<file path="src/rtl/adc_responder_if.sv">
// adc_responder_if
// Pin-level bundle between an ADC controller and the parallel ADC
// (or its emulator).
//   CONVST_18 : conversion start, rising edge starts a conversion
//   RD_18     : read strobe, active low
//   PD_18     : 0 = power down, 1 = normal operation
//   EOC_18    : end of conversion, active high
//   DB_18     : conversion result bus, 0 when not enabled
//   DB_oe     : data bus output enable
// modport master : controller side (drives CONVST/RD/PD)
// modport slave  : converter side (drives EOC/DB)
interface adc_responder_if #(
  parameter int DATA_W = 12
);
  logic              CONVST_18;
  logic              RD_18;
  logic              PD_18;
  logic              EOC_18;
  logic [DATA_W-1:0] DB_18;
  logic              DB_oe;

  modport master (
    output CONVST_18, RD_18, PD_18,
    input  EOC_18, DB_18, DB_oe
  );

  modport slave (
    input  CONVST_18, RD_18, PD_18,
    output EOC_18, DB_18, DB_oe
  );
endinterface

</file>
<file path="src/rtl/adc_responder.sv">
// adc_responder
// Behavioural-but-synthesizable stand-in for the external parallel ADC.
// Accepts conversion starts, models conversion time and power-down
// wake-up, flags end-of-conversion and returns the result under RD.
// Ports:
//   clk_100M    : system clock, all pin inputs are synchronous to it
//   Reset       : asynchronous, active-low reset
//   pins        : ADC pin bundle (slave side)
//   use_ramp    : 1 = internal ramp data, 0 = analog_code
//   analog_code : emulated analog input code
//   busy        : high while converting or waking up
//   overrun     : sticky, a start was lost or unread data was overwritten
//
// state | meaning
// IDLE  | powered, waiting for a conversion start
// CONV  | converting, counter runs down to 0
// DONE  | result latched, EOC high until read or restarted
// PWRDN | powered down (PD_18 low), result retained
// WAKE  | PD released, counter runs down to 0 before IDLE
module adc_responder #(
  parameter int DATA_W      = 12,
  parameter int CONV_CYCLES = 8,
  parameter int WAKE_CYCLES = 16,
  parameter int RAMP_STEP   = 1
) (
  input  logic              clk_100M,
  input  logic              Reset,
  adc_responder_if.slave    pins,
  input  logic              use_ramp,
  input  logic [DATA_W-1:0] analog_code,
  output logic              busy,
  output logic              overrun
);

  localparam int CNT_MAX = (CONV_CYCLES > WAKE_CYCLES) ? CONV_CYCLES : WAKE_CYCLES;
  localparam int CNT_W   = (CNT_MAX > 2) ? $clog2(CNT_MAX) : 1;

  typedef enum logic [2:0] {
    S_IDLE,
    S_CONV,
    S_DONE,
    S_PWRDN,
    S_WAKE
  } state_t;

  state_t            state_q, state_d;
  logic [CNT_W-1:0]  cnt_q, cnt_d;
  logic [DATA_W-1:0] result_q, result_d;
  logic [DATA_W-1:0] ramp_q, ramp_d;
  logic [DATA_W-1:0] db_q, db_d;
  logic              db_oe_q, db_oe_d;
  logic              overrun_q, overrun_d;
  logic              convst_q, rd_q;
  logic              convst_rise, rd_fall;

  assign convst_rise = pins.CONVST_18 & ~convst_q;
  assign rd_fall     = ~pins.RD_18 & rd_q;

  always_comb begin
    state_d   = state_q;
    cnt_d     = cnt_q;
    result_d  = result_q;
    ramp_d    = ramp_q;
    overrun_d = overrun_q;

    if (!pins.PD_18) begin
      // Power-down beats every other event; result is retained.
      state_d = S_PWRDN;
    end else begin
      case (state_q)
        S_IDLE: begin
          if (convst_rise) begin
            state_d = S_CONV;
            cnt_d   = CNT_W'(CONV_CYCLES - 1);
          end
        end
        S_CONV: begin
          if (convst_rise) overrun_d = 1'b1;
          if (cnt_q == '0) begin
            state_d = S_DONE;
            if (use_ramp) begin
              result_d = ramp_q;
              ramp_d   = ramp_q + DATA_W'(RAMP_STEP);
            end else begin
              result_d = analog_code;
            end
          end else begin
            cnt_d = cnt_q - CNT_W'(1);
          end
        end
        S_DONE: begin
          if (convst_rise) begin
            // A read on the same edge counts as consuming the data.
            state_d = S_CONV;
            cnt_d   = CNT_W'(CONV_CYCLES - 1);
            if (!rd_fall) overrun_d = 1'b1;
          end else if (rd_fall) begin
            state_d = S_IDLE;
          end
        end
        S_PWRDN: begin
          state_d = S_WAKE;
          cnt_d   = CNT_W'(WAKE_CYCLES - 1);
        end
        S_WAKE: begin
          if (cnt_q == '0) state_d = S_IDLE;
          else             cnt_d   = cnt_q - CNT_W'(1);
        end
        default: state_d = S_IDLE;
      endcase
    end

    // Bus enable looks at the next state so power-down drops it immediately.
    db_oe_d = ~pins.RD_18 & (state_d != S_PWRDN);
    db_d    = db_oe_d ? result_d : '0;
  end

  always_ff @(posedge clk_100M or negedge Reset) begin
    if (!Reset) begin
      state_q   <= S_IDLE;
      cnt_q     <= '0;
      result_q  <= '0;
      ramp_q    <= '0;
      db_q      <= '0;
      db_oe_q   <= 1'b0;
      overrun_q <= 1'b0;
      convst_q  <= 1'b0;
      rd_q      <= 1'b1;
    end else begin
      state_q   <= state_d;
      cnt_q     <= cnt_d;
      result_q  <= result_d;
      ramp_q    <= ramp_d;
      db_q      <= db_d;
      db_oe_q   <= db_oe_d;
      overrun_q <= overrun_d;
      convst_q  <= pins.CONVST_18;
      rd_q      <= pins.RD_18;
    end
  end

  assign pins.EOC_18 = (state_q == S_DONE);
  assign pins.DB_18  = db_q;
  assign pins.DB_oe  = db_oe_q;
  assign busy        = (state_q == S_CONV) || (state_q == S_WAKE);
  assign overrun     = overrun_q;

endmodule
</file>
<file path="src/flat_wrapper.sv">
// flat-port wrapper written by rule: the top's interface ports become plain ports
module adc_responder_flat 
#(
  parameter int DATA_W      = 12,
  parameter int CONV_CYCLES = 8,
  parameter int WAKE_CYCLES = 16,
  parameter int RAMP_STEP   = 1
)
  (clk_100M, Reset, use_ramp, analog_code, busy, overrun, pins_CONVST_18, pins_RD_18, pins_PD_18, pins_EOC_18, pins_DB_18, pins_DB_oe);
  adc_responder_if #(.DATA_W(DATA_W)) pins_i ();
  input  logic clk_100M;
  input  logic Reset;
  input  logic use_ramp;
  input  logic [DATA_W-1:0] analog_code;
  output logic busy;
  output logic overrun;
  input wire logic [$bits(pins_i.CONVST_18)-1:0] pins_CONVST_18;
  input wire logic [$bits(pins_i.RD_18)-1:0] pins_RD_18;
  input wire logic [$bits(pins_i.PD_18)-1:0] pins_PD_18;
  output wire logic [$bits(pins_i.EOC_18)-1:0] pins_EOC_18;
  output wire logic [$bits(pins_i.DB_18)-1:0] pins_DB_18;
  output wire logic [$bits(pins_i.DB_oe)-1:0] pins_DB_oe;
  assign pins_i.CONVST_18 = pins_CONVST_18;
  assign pins_i.RD_18 = pins_RD_18;
  assign pins_i.PD_18 = pins_PD_18;
  assign pins_EOC_18 = pins_i.EOC_18;
  assign pins_DB_18 = pins_i.DB_18;
  assign pins_DB_oe = pins_i.DB_oe;
  adc_responder #(.DATA_W(DATA_W), .CONV_CYCLES(CONV_CYCLES), .WAKE_CYCLES(WAKE_CYCLES), .RAMP_STEP(RAMP_STEP)) u_core (.clk_100M(clk_100M), .Reset(Reset), .pins(pins_i), .use_ramp(use_ramp), .analog_code(analog_code), .busy(busy), .overrun(overrun));
endmodule
</file>
<file path="config.mk">
export PLATFORM = sky130hd
export DESIGN_NAME = adc_responder_flat
export DESIGN_NICKNAME = d
export VERILOG_FILES = /design/src/rtl/adc_responder_if.sv /design/src/rtl/adc_responder.sv /design/src/flat_wrapper.sv
export SDC_FILE = /design/constraint.sdc
export NUM_CORES = 1
export LEC_CHECK = 0
export ABC_AREA = 1
export BUFFER_PORTS_ARGS = -buffer_cell sky130_fd_sc_hd__buf_2
export CAP_MARGIN = 20
export CORE_ASPECT_RATIO = 1.25
export CORE_MARGIN = 2
export CORE_UTILIZATION = 45
export DETAILED_ROUTE_END_ITERATION = 6
export PLACE_DENSITY = 0.68
export SLEW_MARGIN = 10
export SYNTH_ARGS = -nofsm -noshare
export SYNTH_HDL_FRONTEND = slang
export SYNTH_SLANG_ARGS = --single-unit
</file>
<file path="constraint.sdc">
create_clock -name clk_100M -period 1.29 [get_ports clk_100M]
set_input_delay 0.0645 -clock clk_100M [delete_from_list [all_inputs] [get_ports clk_100M]]
set_output_delay 0.0645 -clock clk_100M [all_outputs]
set_load 0.01 [all_outputs]
</file>
# --- Word level (Yosys, flattened, before mapping) ---
# Cells that the tools add are included.
# W data, S select, Z words.
op_classes:
  addsub: 2
  n_eq_ne: 10
  muxes: 19
  n_bitwise: 5
  reduce_logical: 10
op_table:
  columns: ["cell", "count"]
  rows:
  - ["$mux W12", 5]
  - ["$mux W3", 6]
  - ["$pmux W3 S5", 1]
  - ["$add A12 B1 Y12 const B", 1]
  - ["$pmux W4 S3", 1]
  - ["$mux W4", 2]
  - ["$reduce_and A4 Y1", 2]
  - ["$eq A3 B2 Y1 const B", 2]
  - ["$ne A2 B1 Y1 const B", 3]
  - ["$reduce_and A5 Y1", 1]
  - ["$logic_not A4 Y1", 1]
  - ["$ne A2 B2 Y1 const B", 2]
  - ["$reduce_or A2 Y1", 2]
  - ["$sub A4 B1 Y4 const B", 1]
  - ["$and A1 B1 Y1", 3]
  - ["$eq A3 B1 Y1 const B", 1]
  - ["$eq A3 B3 Y1 const B", 1]
  - ["$logic_not A3 Y1", 1]
  - ["$mux W1", 3]
  - ["$ne A3 B2 Y1 const B", 1]
  - ["$reduce_bool A3 Y1", 1]
  - ["$not A1 Y1", 2]
  - ["$pmux W1 S2", 1]
  - ["$reduce_bool A2 Y1", 1]
  - ["$logic_or A1 B1 Y1", 1]
totals:
  reg_bits: 47
  input_bits: 18
  out_inout_bits: 16
  elab_cells: 55

# --- Depth between registers and ports, before layout ---
depth:
  ltp_word: 9
  mapped_depth: 9
  depth_no_buf: 8

# --- Least setup slack after synthesis ---
# Ideal clock, no wire load.
synth_path:
  path_type: "reg2reg"
  startpoint: "register u_core.cnt_q[0]"
  endpoint: "register u_core.ramp_q[3]"
  arrival_time_ns: 1.262
  slack_ns: -0.088
  path_stages_with_launch: 9
  n_path_buf: 1
  path_cell_list: "dfrtp_1 -> inv_1 -> ha_1 -> nand2_2 -> nor2_8 -> nand3_4 -> buf_2 -> nand2_1 -> nand2_1"
synth_between:
  elab_chain_cells: 2
synth_rtl:
  columns: ["element", "line", "text"]
  rows:
  - ["from (decl)", "adc_responder.sv:47", "logic [CNT_W-1:0] cnt_q, cnt_d;"]
  - ["from (signal assigned)", "adc_responder.sv:131", "cnt_q <= cnt_d;"]
  - ["$logic_not A4 Y1", "adc_responder.sv:79", "if (cnt_q == '0) begin"]
  - ["$reduce_and A4 Y1 (no source line)", null, null]
  - ["to (signal assigned)", "adc_responder.sv:133", "ramp_q <= ramp_d;"]
  - ["to (decl)", "adc_responder.sv:49", "logic [DATA_W-1:0] ramp_q, ramp_d;"]
# Every way passes these cells.
# A chain may end at the register's enable or synchronous reset.

# --- Worst setup path after layout ---
layout_path:
  startpoint: "register u_core.state_q[2]"
  endpoint: "register u_core.ramp_q[2]"
layout_between:
  elab_chain_cells: 2
layout_rtl:
  columns: ["element", "line", "text"]
  rows:
  - ["from (decl)", "adc_responder.sv:46", "state_t state_q, state_d;"]
  - ["from (signal assigned)", "adc_responder.sv:130", "state_q <= state_d;"]
  - ["$eq A3 B1 Y1", "adc_responder.sv:70", "case (state_q)"]
  - ["$reduce_and A4 Y1 (no source line)", null, null]
# Every way passes these cells.

==> results.md <==
- Gr ovfl total: 0
- Seq/Total Area, Yosys: 48.6%
- Clock transition at the registers of the reported paths: 0.10 ns
- Sink Count: 47
- Synth-to-Final Area Change: 31.3%
- Initial DRC count: 106
- Crit Reg-Reg Startpoint: u_core.state_q[2]$_DFF_PN0_
- WS Path Type: reg -> reg
- Max-slew headroom: 71.1%
- Worst-case reg-to-reg path depth: 8
- Starting Density: 47.0%
- Largest area contributor in the netlist: dfrtp_1
- Compound-Gate Fraction of Synth Area: 5.37%
- FF+latch area: 1180 µm²
- Reg2reg setup slack: -0.11 ns
- Slew @ Worst Pin: 0.433 ns
- Most numerous cell in the Yosys netlist: nand2_1
- Die footprint: 5990 µm²
- N_diodes: 0
- CTS tree: yes
- Multiplexer share of the synthesized area: 0%
- CORE AREA: 5150 µm²
- Fill count: 475
- Final setup fails: 36
- Worst Hold Class: in -> reg
- Overall routed net length: 5.16 mm
- Synth Flop Type: dfrtp_1
- Largest net degree at the start of global routing: 35
- WHS Path Cells: 5
- Post-route minimum period: 1.40 ns
- Port bufs: 33
- Worst EP arrival: 1.60 ns
- RSZ-0062 raised after global routing: true
- Crit. End Element: flip-flop
- Capture point of the worst reg-to-reg path: u_core.ramp_q[2]$_DFFE_PN0P_
- First-pass GRT wire length: 8.60 mm
- Mapped Nets: 332
- Clock Skew: 0.0126 ns
- Final period utilization: 109%
- Leakage: 1.74 nW
- Post-synth top cells: nand2_1, inv_1, dfrtp_1, nor2_1, nand3_1
- Vias per inst: 4.68
- Routed Antenna Nets: 0
- Initial antenna violation count: 0
- Final layout net count: 399
- Max Cap Viol: 0
- HPWL Detailed: 3.69 mm
- # H-tree levels: 2
- Hold Path Sink: u_core.result_q[9]$_DFF_PN0_
- Share of the synthesized area in the top cell type: 47.5%
- Largest family of logic cells by synthesized area: simple AND/OR/NAND/NOR gates
- EDFF count, synth: 0
- Xor/xnor share of the synthesized area: 2.53%
- FP Rows: 29
- Clock Tree Root: clkbuf_8
- Clock Tree Buf Depth: 2
- Wire per inst: 11.7 µm
- Cell Pwr Density: 1350 nW/µm²
- RD Place Congestion: 0.788
- Synthesized instance count: 311
- Async SR Flop Fraction: 100%
- IO Count: 34
- Top post-synthesis cells by area: dfrtp_1, nand2_1, inv_1
- Startpoint Class: flip-flop
- Min-delay src: analog_code[9]
- Syn avg cell area: 7.79 µm²
- Worst vdd ir: 651 µV
- Final setup margin: -0.112 ns
- DR vias: 2066
- Distinct cell type count after synthesis: 27
- Failing checks: setup timing
- Area of the multi-input gates: 1110 µm²
- Tot GR Track Use: 18.0%
- Max Fclk: 713 MHz
- Fin. max-slew vios: 0
- Synthesized area: 2420 µm²
- Result of the run: finished, violations left
- Layout cell share with drive strength beyond 1: 31.1%
- Post-synthesis register bit count: 47
- Vias in the first global route: 1936
- Ys Warns: 0
- Synth Area in Simple Gates: 30.9%
- Worst hold slack: 0.130 ns
- Height of the die: 86.0 µm
- Die W: 69.6 µm
- CP required: 1.49 ns
- Detailed Routing Iterations Pass 1: 4
- Adder-Cell Fraction of Synth Area: 1.55%
- Critical-path maximum fanout: 6
- DRC viols: 0
- Hold Fails Final Rpt: 0
- CTS buffer count: 5
- Power Total: 4.31 mW
- Clk_lat worst skew: 0.31 ns
## layer usage
| metal | global-route usage, % | wire, µm | vias to the layer above | share of wire, % |
|---|---|---|---|---|
| met5 | 0 | 0 | - | 0 |
| met4 | 6.29 | 78 | 0 | 1.5 |
| met3 | 3.53 | 124 | 5 | 2.4 |
| met2 | 30.6 | 2570 | 23 | 50 |
| met1 | 23.2 | 2390 | 959 | 46 |
| li1 | - | - | 1079 | - |
## kinds of logic (layout without fill, tap and decap cells)
family	after synthesis	after routing
adders and majority gates	3	3
AOI/OAI and AO/OA	22	22
and+or+nand+nor	173	174
buffers and inverters	59	126
DFF	47	47
xor gates and xnor gates	7	7
## sequential cells by signal, summed over array words and instances, names as in the netlist, 3 cells and up
signal and cells:
u_core.pins.DB_18 12, u_core.ramp_q 12, u_core.result_q 12, u_core.cnt_q 4, u_core.state_q 3
## critical path, cell delays in order (launching register included)
cell	delay, ns
dfrtp_1	0.40
inv_2	0.09
nand3_4	0.08
buf_12	0.14
nor2_8	0.16
nand3_4	0.14
buf_4	0.17
nand2_1	0.04
o21ai_0	0.07
## cell usage in the layout, fill, tap and decap left out, types with 4 or more instances in the layout
cell	n
nand2_1	88
dfrtp_1	45
inv_1	44
buf_2	32
nand3_1	23
nor2_1	23
buf_4	23
nand2_2	21
o21ai_0	10
nand2_4	6
buf_6	6
inv_2	5
xor2_1	5
clkbuf_8	5
nor2_2	4
nand4_1	4
buf_12	4
## power breakdown
group	internal (mW)	switching, mW
logic	0.583	0.724
clock network	0.588	0.531
registers	1.77	0.112
total	2.94	1.37
## worst max-delay path by stage
stage | endpoint | startpoint | slack, ns | cells past startpoint
after floorplan | u_core.pins.DB_18[10]$_DFF_PN0_ | u_core.cnt_q[0]$_DFFE_PN0P_ | 0.002 | 8
after global placement | u_core.ramp_q[11]$_DFFE_PN0P_ | u_core.cnt_q[1]$_DFFE_PN0P_ | -0.07 | 8
after detailed placement | u_core.ramp_q[8]$_DFFE_PN0P_ | u_core.cnt_q[0]$_DFFE_PN0P_ | -0.10 | 8
after CTS | u_core.ramp_q[9]$_DFFE_PN0P_ | u_core.cnt_q[1]$_DFFE_PN0P_ | -0.1 | 8
after global routing | u_core.pins.DB_18[9]$_DFF_PN0_ | u_core.state_q[2]$_DFF_PN0_ | -0.20 | 9
final | u_core.ramp_q[2]$_DFFE_PN0P_ | u_core.state_q[2]$_DFF_PN0_ | -0.11 | 8
## final cells by class
class,count,share of cell area [%]
Inverter,50,5.98
Tap cell,62,2.44
Timing Repair Buffer,68,16.1
Multi-Input combinational cell,206,34.8
Clock inverter,3,1.49
Clock buffer,5,2.16
Sequential cell,47,37.1
## metrics by stage
step / area, µm² / util (%) / setup WS, ns / cells / TNS [ns]
finish: 3180 / 61.7 / -0.112 / 441 / -2.44
CTS: 3100 / 60.2 / -0.0966 / 439 / -2.20
detailed placement: 2800 / 54.3 / -0.102 / 422 / -2.11
global route: 3180 / 61.7 / -0.198 / 441 / -5.22
global placement: 2800 / 54.3 / -0.0702 / 422 / -1.05
floorplan: 2430 / - / 0.00208 / 311 / 0
## repair_timing
item / in CTS / in global routing
pin swaps: 12 / 9
gates cloned: 1 / 0
setup endpoints to repair: 38 / 43
resized for setup: 27 / 21
endpoints found under the hold margin: 28 / 0
buffers inserted: 5 / 3
hold buffers: 3 / 0
Note: power is estimated with default switching activity, not from simulation.
